$ cat src/rtl/axi4s_checker_lfsr16.sv
// -----------------------------------------------------------------------------
// axi4s_checker_lfsr16
//   16-bit Galois LFSR (taps 0xB400, maximal length) used to generate
//   pseudo-random backpressure. Steps every cycle; loaded with SEED in reset.
//   ready is low whenever the two LSBs are both zero (about one cycle in four).
// Ports:
//   aclk     in   clock
//   aresetn  in   synchronous active-low reset
//   ready    out  combinational ready request (registered by the parent)
// -----------------------------------------------------------------------------
module axi4s_checker_lfsr16 #(
  parameter logic [15:0] SEED = 16'hACE1
) (
  input  logic aclk,
  input  logic aresetn,
  output logic ready
);

  logic [15:0] lfsr_q;

  always_ff @(posedge aclk) begin
    if (!aresetn) begin
      lfsr_q <= SEED;
    end else begin
      lfsr_q <= {1'b0, lfsr_q[15:1]} ^ (lfsr_q[0] ? 16'hB400 : 16'h0000);
    end
  end

  assign ready = |lfsr_q[1:0];

endmodule

$ cat config.mk
export PLATFORM = sky130hd
export DESIGN_NAME = axi4s_checker_lfsr16
export DESIGN_NICKNAME = d
export VERILOG_FILES = /design/src/rtl/axi4s_checker_lfsr16.sv
export SDC_FILE = /design/constraint.sdc
export NUM_CORES = 1
export LEC_CHECK = 0
export BUFFER_PORTS_ARGS = -buffer_cell sky130_fd_sc_hd__clkbuf_2
export CAP_MARGIN = 20
export CORE_AREA = 2 2 39 41
export DETAILED_ROUTE_END_ITERATION = 7
export DIE_AREA = 0 0 41 43
export GPL_ROUTABILITY_DRIVEN = 0
export PLACE_DENSITY_LB_ADDON = 0.1
export SYNTH_ARGS = -nofsm -noshare
export SYNTH_HDL_FRONTEND = slang
export SYNTH_SLANG_ARGS = --single-unit
$ cat constraint.sdc
create_clock -name aclk -period 0.95 [get_ports aclk]
set_input_delay 0.1425 -clock aclk [delete_from_list [all_inputs] [get_ports aclk]]
set_output_delay 0.1425 -clock aclk [all_outputs]
set_load 0.05 [all_outputs]
==> results of run 1 <==
==> final cells by class <==
cell class	count	share of cell area, %
flip-flops and latches	16	61.8
multi-input cells	20	24.6
repair buffers	3	5.31
clock buffers	3	4.35
well taps	16	3.86
==> worst reg2reg max path, delay by kind of cell (launching register included) <==
family / cells / cell delay (ps)
XOR/XNOR: 1 / 150
flip-flops: 1 / 310
buffers and inverters: 1 / 140
AND/OR/NAND/NOR: 1 / 150
==> cells in the mapped netlist <==
cell and count:
and2_1 8, buf_4 1, dfxtp_1 16, nand2_1 2, nand2b_1 6, or2_1 1, xnor2_1 2, xor2_1 1
==> layer usage <==
metal / part of all wire, % / vias up / global-route usage [%]
met1: 52 / 102 / 11.3
met4: 0 / 0 / 8.00
li1: - / 120 / -
met3: 4.0 / 0 / 3.14
met2: 44 / 3 / 8.75
met5: 0 / - / 0
==> worst max-delay path by stage <==
stage          startpoint  slack [ps]    end
2_1_floorplan   lfsr_q[0]           8  ready
3_3_place_gp    lfsr_q[0]          80  ready
3_5_place_dp    lfsr_q[0]          80  ready
4_1_cts         lfsr_q[0]        -190  ready
5_1_grt         lfsr_q[1]        -210  ready
6_report        lfsr_q[1]        -170  ready
==> what timing repair did <==
action / in CTS / in global routing
pin swaps: 0 / 1
setup endpoints to repair: 1 / 1
gates resized for setup: 2 / 1
endpoints found under the hold margin: 0 / 0
buffers inserted: 0 / 0
hold buffers: 0 / 0
==> power by group <==
group          switching (W)  internal [W]
registers          0.0000120      0.000717
clock network       0.000175      0.000146
logic              0.0000375     0.0000429
total               0.000225      0.000906
==> logic make-up (layout without fill, tap and decap cells) <==
logic type                count (synthesis)  count (layout)  share of synthesized area [%]
DFF                                      16              16                           70.3
and+or+nand+nor                          17              17                           22.3
buffers and inverters                     1               6                           1.65
xor gates and xnor gates                  3               3                           5.77
==> stage by stage <==
| step | worst slack (ps) | hold slack, ps | utilization, % |
|---|---|---|---|
| 6_report | -169 | 195 | 37.4 |
| 5_1_grt | -208 | 224 | 37.4 |
| 4_1_cts | -186 | 195 | 37.3 |
| 3_5_place_dp | 76.1 | 394 | 35.1 |
| 3_3_place_gp | 81.1 | 396 | 35.1 |
| 2_1_floorplan | 7.76 | 216 | - |
==> results.json, run 1 <==
{
  "outcome": "finished with violations",
  "failed_checks": "negative setup slack",
  "cp_num_cells": 2,
  "synth_area_leaders": "dfxtp_1 70%, and2_1 11%, nand2b_1 8.2%",
  "yosysWarnings": 0,
  "path_delay_family": "flip-flops",
  "ir_drop_v": 0.000760,
  "vias_per_cell": 3.88,
  "drive_above_1_share_pct": 14.3,
  "netlist_area_um2": 455,
  "io_buffers": 2,
  "yosysSeqAreaShare_pct": 70.3,
  "final_cell_mix": "16 x dfxtp_1, 8 x and2_1, 6 x nand2b_1, 3 x clkbuf_4",
  "dp.cells": 55,
  "hold_class": "input port to flip-flop",
  "ant_nets": 0,
  "placed_cell_area_um2": 485,
  "htree_levels": 1,
  "synthCells": 37,
  "die_height_um": 43,
  "top_register": "lfsr_q",
  "clk_pin_slew_ps": 80,
  "clock-sinks": 16,
  "nets": 46,
  "crit_type": "flip-flop to output pin",
  "cts_tree": "done",
  "yosys_register_bits": 16,
  "worstSetupEndpointType": "output pin",
  "first_iter_violations": 1,
  "reg.largest.list": "lfsr_q x16",
  "tns_ps": -169,
  "ctsRootBufferMaster": "clkbuf_4",
  "hp-start": "aresetn",
  "r2r_slack_ps": 100,
  "timing.rr.start": "lfsr_q[0]",
  "r2r-end": "lfsr_q[12]",
  "setup_slack_ps": -169,
  "maxCapViolations": 0,
  "cts_buffer_depth": 2,
  "die-area_um2": 1760,
  "cp_slowest_cell": "dfxtp_1",
  "hold_viol": 0,
  "dp_hpwl_um": 331,
  "tightest_slew_ps": 243,
  "drt_first_pass_iters": 2,
  "yosys.area.top_type_share_pct": 70.3,
  "vias": 225,
  "die_w_um": 41,
  "leakagePower_nw": 0.215,
  "grt_max_degree": 17,
  "finalCriticalPeriod_ps": 1120,
  "fin_skew_ps": 1.38,
  "grt_pass1_vias": 220,
  "synthesis.nets": 39,
  "grt-ovfl-total": 0,
  "fp.coreArea_um2": 1380,
  "pin_count": 3,
  "final_common_cell": "dfxtp_1",
  "area_growth_pct": 13.7,
  "start_kind": "flip-flop",
  "wirelength_um": 497,
  "yosys.area.top_type": "dfxtp_1",
  "arrival_ps": 980,
  "p_per_area_nw_per_um2": 2180,
  "stdcell_area_um2": 518,
  "slowest_delay_ps": 310,
  "rows": 14,
  "numCtsBuffers": 3,
  "rsz0062_at_grt": "yes",
  "maxSlewHeadroom_pct": 83.8,
  "whs_endpoint": "lfsr_q[13]",
  "final.period_utilization_pct": 118,
  "clk_latency_ps": 270,
  "critical_path_required_ps": 810,
  "p_total_w": 0.00113,
  "synth.distinct_cells": 8,
  "final_max_slew_viol_count": 0,
  "setup_violations": 1,
  "nFillCells": 136,
  "worstPathMaxFanout": 2,
  "ff_latch_area_um2": 320,
  "avgSynthCellArea_um2": 12.3,
  "ff2ff_path_depth": 3,
  "grt_pass1_wl_um": 890,
  "antenna_found_initial": 0,
  "worstHoldPathCells": 2,
  "diodes": 0,
  "finalNonFillerCells": 58,
  "multi_input_area_um2": 128,
  "fmax_ghz": 0.894,
  "wire_per_inst_um": 8.57,
  "drcViolationCount": 0,
  "cp.buffers_inverters": 1,
  "grt_usage_pct": 8.12,
  "initial_core_util_pct": 32.9,
  "worstPathCellList": "or2_1, buf_8",
  "largest_reg_flops": 16
}
Note: power is estimated with default switching activity, not from simulation.
==> inputs of run 2 (changes only) <==
Settings changed: BUFFER_PORTS_ARGS -buffer_cell sky130_fd_sc_hd__clkbuf_2 to -buffer_cell sky130_fd_sc_hd__buf_2, SLEW_MARGIN set to 30.
==> run 2 against run 1 <==
  * The flow still finishes with violations (negative setup slack)
  * Clock power is 1% lower
  * Clock-buffer cell count stayed put
  * Worst setup slack better by 12 ps
  * Cell count stayed put
  * Via count stayed put
  * First-iteration DRC count is 100% higher
  * Combinational power is 2.7% lower
  * Largest power group unchanged
==> results.json, run 2 (synthesis gave the netlist of run 1 again) <==
{
  "hold_ws_ps": 161,
  "die-area_um2": 1760,
  "p_per_area_nw_per_um2": 2180,
  "initial_core_util_pct": 32.9,
  "antenna_found_initial": 0,
  "grt_use_met3_pct": 3.14,
  "rsz0062_at_grt": "yes",
  "top_register": "lfsr_q",
  "cts_tree": "done",
  "placed_cell_area_um2": 485,
  "ff2ff_path_depth": 3,
  "final_common_cell": "dfxtp_1",
  "outcome": "finished with violations",
  "setup_slack_ps": -157,
  "ctsRootBufferMaster": "clkbuf_4",
  "finalCriticalPeriod_ps": 1110,
  "worstHoldPathCells": 2,
  "htree_levels": 1,
  "post-route-util_pct": 37.3,
  "hold_buffers": 0,
  "grt-ovfl-total": 0,
  "arrival_ps": 960,
  "clock-sinks": 16,
  "cp.buffers_inverters": 1,
  "io_buffers": 2,
  "largest_reg_flops": 16,
  "p_total_w": 0.00112,
  "wire_per_inst_um": 8.45,
  "ir_drop_v": 0.000748,
  "worstPathCellList": "or2_1, buf_6",
  "drt_first_pass_iters": 2,
  "p_switching_w": 0.000221,
  "leakagePower_nw": 0.213,
  "grt_pass1_wl_um": 855,
  "critical_path_required_ps": 810,
  "area_growth_pct": 13.2,
  "fmax_ghz": 0.903,
  "die_w_um": 41,
  "grt_pass1_vias": 208,
  "whs_endpoint": "lfsr_q[10]",
  "reg.largest.list": "lfsr_q x16",
  "grt_use_met1_pct": 10.7,
  "grt_max_degree": 17,
  "start_kind": "flip-flop",
  "die_height_um": 43,
  "vias_per_cell": 3.88,
  "rows": 14,
  "tightest_slew_ps": 223,
  "pin_count": 3,
  "fp.coreArea_um2": 1380,
  "final.period_utilization_pct": 117,
  "gr-max-usage-layer": "met1",
  "crit_type": "flip-flop to output pin",
  "maxCapViolations": 0,
  "dp.cells": 55,
  "clk_pin_slew_ps": 80,
  "drcViolationCount": 0,
  "worstSetupEndpointType": "output pin",
  "p_comb_share_pct": 7.0,
  "hold_viol": 0,
  "vias": 225,
  "swShare_pct": 19.6,
  "p_clk_share_pct": 28.3,
  "nFillCells": 139,
  "cts_buffer_depth": 2,
  "numCtsBuffers": 3,
  "slowest_delay_ps": 310,
  "final_cell_mix": "15 x dfxtp_1, 8 x and2_1, 6 x nand2b_1, 3 x clkbuf_4",
  "fin_skew_ps": 0.302,
  "wirelength_um": 490,
  "hold_class": "input port to flip-flop",
  "failed_checks": "negative setup slack",
  "timing.rr.start": "lfsr_q[0]",
  "finalNonFillerCells": 58,
  "setup_violations": 1,
  "maxSlewHeadroom_pct": 85.2,
  "clk_latency_ps": 270,
  "diodes": 0,
  "nets": 46,
  "stdcell_area_um2": 515,
  "p_seq_share_pct": 64.8,
  "grt_usage_pct": 7.72,
  "hp-start": "aresetn",
  "r2r-end": "lfsr_q[12]",
  "grt_use_met2_pct": 8.13,
  "dp_hpwl_um": 329,
  "worstPathMaxFanout": 2,
  "r2r_slack_ps": 90,
  "drive_above_1_share_pct": 16.7,
  "cp_slowest_cell": "dfxtp_1",
  "final_max_slew_viol_count": 0,
  "ant_nets": 0,
  "first_iter_violations": 2,
  "path_delay_family": "flip-flops",
  "p_int_w": 0.000904
}
[run 2: cell count changes in the layout (fill, tap and decap cells not counted)]
cell / before / now
buf_2: 0 / 1
buf_6: 0 / 1
buf_8: 1 / 0
clkbuf_2: 1 / 0
dfxtp_1: 16 / 15
dfxtp_2: 0 / 1
[run 2: worst max path at each step]
stage,slack (ps),cells past startpoint,startpoint,end
2_1_floorplan,8,1,lfsr_q[0],ready
3_3_place_gp,110,2,lfsr_q[0],ready
3_5_place_dp,100,2,lfsr_q[0],ready
4_1_cts,-170,2,lfsr_q[0],ready
5_1_grt,-200,2,lfsr_q[1],ready
6_report,-160,2,lfsr_q[1],ready
[run 2: what timing repair did]
item,in CTS,in global routing
setup buffers,0,0
endpoints found under the setup margin,1,1
gates resized for setup,2,1
pin swaps,0,1
[run 2: metal layers]
layer  vias up  share of wire [%]
met2         3                 43
met5         -                  0
li1        121                  -
met3         0                4.1
met4         0                  0
met1       101                 53
[run 2: area by class of cell]
class	instances	area, um^2	share of cell area, %
well taps	16	20.0	3.88
clock buffers	3	22.5	4.37
flip-flops and latches	16	322	62.4
repair buffers	3	23.8	4.61
multi-input cells	20	128	24.8
[run 2: power groups by stage]
stage | registers (W) | clock network, W | logic (W)
2_1_floorplan | 0.000743 | 0 | 0.0000567
3_5_place_dp | 0.000744 | 0 | 0.0000754
4_1_cts | 0.000729 | 0.000338 | 0.0000803
3_3_place_gp | 0.000743 | 0 | 0.0000737
5_1_grt | 0.000733 | 0.000362 | 0.0000878
6_report | 0.000729 | 0.000318 | 0.0000782
[run 2: per-stage QoR]
stage | setup WS [ps] | TNS (ps)
CTS | -173 | -173
floorplan | 7.76 | 0
global placement | 110 | 0
detailed placement | 98.7 | 0
finish | -157 | -157
global route | -201 | -201
